$ cat config.mk
export PLATFORM = sky130hd
export DESIGN_NAME = countdown_timer_ctrl
export DESIGN_NICKNAME = d
export VERILOG_FILES = /design/src/rtl/countdown_timer_ctrl.sv
export SDC_FILE = /design/constraint.sdc
export NUM_CORES = 1
export LEC_CHECK = 0
export ABC_AREA = 1
export BUFFER_PORTS_ARGS = -buffer_cell sky130_fd_sc_hd__clkbuf_2
export CORE_ASPECT_RATIO = 1.2
export CORE_MARGIN = 2
export CORE_UTILIZATION = 50
export DETAILED_ROUTE_END_ITERATION = 12
export PLACE_DENSITY = 0.82
export RECOVER_POWER = 50
export SYNTH_ARGS = -nofsm -noshare
export SYNTH_HDL_FRONTEND = slang
export SYNTH_SLANG_ARGS = --single-unit
export TNS_END_PERCENT = 100
$ cat constraint.sdc
create_clock -name clk -period 3.4 [get_ports clk]
set_input_delay 0.68 -clock clk [delete_from_list [all_inputs] [get_ports clk]]
set_output_delay 0.68 -clock clk [all_outputs]
set_load 0.03 [all_outputs]
$ cat src/rtl/countdown_timer_ctrl.sv
// Countdown timer sequencer: loads a start value, decrements on a prescaled tick,
// and handles pause, abort, auto-reload and a one-cycle expiry pulse.
module countdown_timer_ctrl #(
  parameter int unsigned WIDTH      = 8,
  parameter int unsigned PRESCALE_W = 4
) (
  input  logic                  clk,
  input  logic                  rst,
  input  logic                  start,
  input  logic                  pause,
  input  logic                  abort,
  input  logic                  reload,
  input  logic [WIDTH-1:0]      load_val,
  input  logic [PRESCALE_W-1:0] prescale,
  output logic [WIDTH-1:0]      count,
  output logic                  busy,
  output logic                  paused,
  output logic                  done
);

  typedef enum logic [1:0] {
    ST_IDLE  = 2'd0,
    ST_RUN   = 2'd1,
    ST_PAUSE = 2'd2,
    ST_DONE  = 2'd3
  } state_t;

  state_t                state_q, state_d;
  logic [WIDTH-1:0]      count_q, count_d;
  logic [PRESCALE_W-1:0] pre_q, pre_d;
  logic [WIDTH-1:0]      sh_load_q, sh_load_d;
  logic [PRESCALE_W-1:0] sh_pre_q, sh_pre_d;
  logic                  sh_reload_q, sh_reload_d;
  logic                  busy_q, paused_q, done_q;
  logic                  tick_c;

  assign tick_c = (pre_q == sh_pre_q);

  // Next-state and datapath decisions
  always_comb begin
    state_d     = state_q;
    count_d     = count_q;
    pre_d       = pre_q;
    sh_load_d   = sh_load_q;
    sh_pre_d    = sh_pre_q;
    sh_reload_d = sh_reload_q;

    unique case (state_q)
      ST_IDLE: begin
        count_d = '0;
        if (start) begin
          sh_load_d = load_val;
          sh_pre_d  = prescale;
          pre_d     = '0;
          if (load_val != '0) begin
            sh_reload_d = reload;
            count_d     = load_val;
            state_d     = ST_RUN;
          end else begin
            sh_reload_d = 1'b0;
            state_d     = ST_DONE;
          end
        end
      end

      // Leaving PAUSE counts as a productive cycle so each paused cycle costs one clock
      ST_RUN, ST_PAUSE: begin
        if (abort) begin
          state_d     = ST_IDLE;
          count_d     = '0;
          pre_d       = '0;
          sh_reload_d = 1'b0;
        end else if (pause) begin
          state_d = ST_PAUSE;
        end else begin
          state_d = ST_RUN;
          if (tick_c) begin
            pre_d = '0;
            if (count_q == WIDTH'(1)) begin
              count_d = '0;
              state_d = ST_DONE;
            end else if (count_q != '0) begin
              count_d = count_q - WIDTH'(1);
            end
          end else begin
            pre_d = pre_q + PRESCALE_W'(1);
          end
        end
      end

      ST_DONE: begin
        pre_d = '0;
        if (abort) begin
          state_d     = ST_IDLE;
          count_d     = '0;
          sh_reload_d = 1'b0;
        end else if (sh_reload_q) begin
          state_d = ST_RUN;
          count_d = sh_load_q;
        end else begin
          state_d = ST_IDLE;
          count_d = '0;
        end
      end

      default: begin
        state_d = ST_IDLE;
        count_d = '0;
        pre_d   = '0;
      end
    endcase
  end

  // State, datapath and registered status flags
  always_ff @(posedge clk or negedge rst) begin
    if (!rst) begin
      state_q     <= ST_IDLE;
      count_q     <= '0;
      pre_q       <= '0;
      sh_load_q   <= '0;
      sh_pre_q    <= '0;
      sh_reload_q <= 1'b0;
      busy_q      <= 1'b0;
      paused_q    <= 1'b0;
      done_q      <= 1'b0;
    end else begin
      state_q     <= state_d;
      count_q     <= count_d;
      pre_q       <= pre_d;
      sh_load_q   <= sh_load_d;
      sh_pre_q    <= sh_pre_d;
      sh_reload_q <= sh_reload_d;
      busy_q      <= (state_d == ST_RUN) || (state_d == ST_PAUSE);
      paused_q    <= (state_d == ST_PAUSE);
      done_q      <= (state_d == ST_DONE);
    end
  end

  assign count  = count_q;
  assign busy   = busy_q;
  assign paused = paused_q;
  assign done   = done_q;

endmodule

==> impl_metrics.ini <==
[timing]
maxSlewHeadroom_pct = -4.81
max_freq_mhz = 517
worst_clock_skew_ns = 0.00614
rsz0062_at_grt = no
finalCritPeriodShare_pct = 56.9
finalHoldViolCount = 0
worst_slew_pin_slew_ns = 1.57
final.setup.worst_slack_ns = 1.46
tns_ns = 0
slew_viol_final = 31
hold_slack_ns = 0.486
fin_crit_ns = 1.94
setup_viol = 0

[clock_network]
cts_sinks = 30
numCtsBuffers = 5
clock_path_buffers = 2
cts_setup_buffers = 0
root_buffer = clkbuf_8
clock_latency_ns = 0.28
cts_resized = 0
tritoncts = done
htreeDepth = 2
clkTransAtPathRegs_ns = 0.06
cts_hold_buf = 0

[route]
drc = 0
dr.pass1.iters = 4
drtIter0Drc = 75
wire_per_inst_um = 11.4
final_antenna_net_count = 0
vias_per_cell = 4.99
totalWireLength_um = 3670
vias = 1611

[status]
violations = capacitance limit, slew limit
run_status = finished with violations

[global_routing]
met2_usage_pct = 34.8
grt_pass1_vias = 1539
top_usage_layer = met2
grt_usage_pct = 20.9
global_route.usage.met1_pct = 26.2
gr-usage-met3_pct = 5.12
antenna_found_initial = 0
grt_pass1_wl_um = 6650
grt_max_degree = 31
gr-total-overflow = 0

[layout]
final_cells = 323
final_net_count = 310
ff_latch_area_um2 = 751
n_antenna_cell = 0
drive_gt1_share_pct = 14.8
fillers = 357
utilization_pct = 58.0
most-common-layout-cells = nand2_1, inv_1, dfrtp_1
area_growth_pct = 12.3
layout_commonest_cell = nand2_1
multi_input_area_um2 = 867

[synthesis]
synthCells = 254
synth-seq-cells = 30
ys_types = 25
synth_nets = 280
async_reset_ff_share_pct = 100
synthFlopType = dfrtp_1
synth.avg_cell_area_um2 = 7.26
seq_area_frac_synth_pct = 40.7
synth_area_um2 = 1840
synth_enable_flop_cells = 0
yosysWarnings = 0

[setup_path]
rrSetupSlack_ns = 1.46
required_ns = 3.56
critPathArrivalTime_ns = 2.09
endpoint_kind = flop
start_kind = flop
worst-setup-path-type = reg -> reg
crit_fanout = 4

[pwr]
irDropWorstVdd_mv = 0.363
leakage_nw = 1.15
power_density_nw_per_um2 = 891

[floorplanning]
die_h_um = 70.5
boundaryPins = 29
dieArea_um2 = 4190
core_area_um2 = 3570
start_util_pct = 51.6
die_w_um = 59.4
row_count = 24

[hold_path]
hp-class = reg -> reg

[placement]
dp_hpwl_um = 2840
pre_cts_ws_ns = 1.42
placedCellCount = 316
place_congestion = 0.818
portBuffers = 28

[run]
cap_violations = 1
[synthesized netlist by cell type, types with 3 or more instances]
cell type | instances | area (um^2)
nor2_1 | 20 | 75.1
xor2_1 | 3 | 26.3
nand2_2 | 5 | 31.3
inv_1 | 48 | 180
dfrtp_1 | 30 | 751
o21ai_0 | 29 | 145
nand2_1 | 64 | 240
nand4_1 | 4 | 25.0
nand3_1 | 13 | 65.1
a21oi_1 | 11 | 55.1
ha_1 | 8 | 100
[logic make-up after synthesis]
logic type	count (synthesis)	synth area share [%]
compound gates	42	11.6
xor+xnor	4	1.90
fa+ha+maj	8	5.43
buf+inv	56	11.9
flops	30	40.7
simple gates	114	28.5
[through the flow]
stage / total power [mW] / area, um^2
6_report: 1.85 / 2070
5_1_grt: 2.05 / 2070
4_1_cts: 1.87 / 2080
3_5_place_dp: 1.60 / 2010
3_3_place_gp: 1.58 / 2010
2_1_floorplan: 1.38 / 1840
[critical path, cell delays in order, from the launching register on]
cell      delay (ns)
dfrtp_1         0.38
inv_1           0.08
ha_1            0.27
inv_1           0.04
nor2_1          0.24
inv_1           0.16
o211ai_1        0.19
o21ai_0         0.14
inv_1           0.09
ha_1            0.22
[registers in the layout, summed over array words and instances (netlist names)]
register,flops
paused,1
sh_load_q,8
done,1
count,8
sh_pre_q,4
busy,1
state_q,2
sh_reload_q,1
pre_q,4
[per-layer routing]
layer | wire length [um] | vias up
li1 | - | 847
met1 | 1610 | 725
met2 | 1860 | 33
met3 | 144 | 6
met4 | 57 | 0
met5 | 0 | -
[path summary, 6_finish.rpt]
check | from | end | cells past startpoint
setup / recovery | state_q[0] | busy | 9
hold / removal | sh_load_q[4] | sh_load_q[4] | 2
setup reg to reg | state_q[0] | busy | 9
hold reg to reg | sh_load_q[4] | sh_load_q[4] | 2
max in group asynchronous | rst | count[6] | 1
min in group asynchronous | rst | count[3] | 1
[final cells by class]
class | instances | share of cell area [%]
tap | 39 | 2.36
sequential | 30 | 36.2
inverter | 51 | 9.36
multi-input combinational | 168 | 41.8
timing repair buffer | 28 | 6.52
clock buffer | 7 | 3.68
[power by group]
part           internal, mW  switching, mW
combinational         0.317          0.643
sequential            0.507          0.117
clock                 0.140          0.121
total                 0.965          0.881
(Power assumes the default switching activity.)
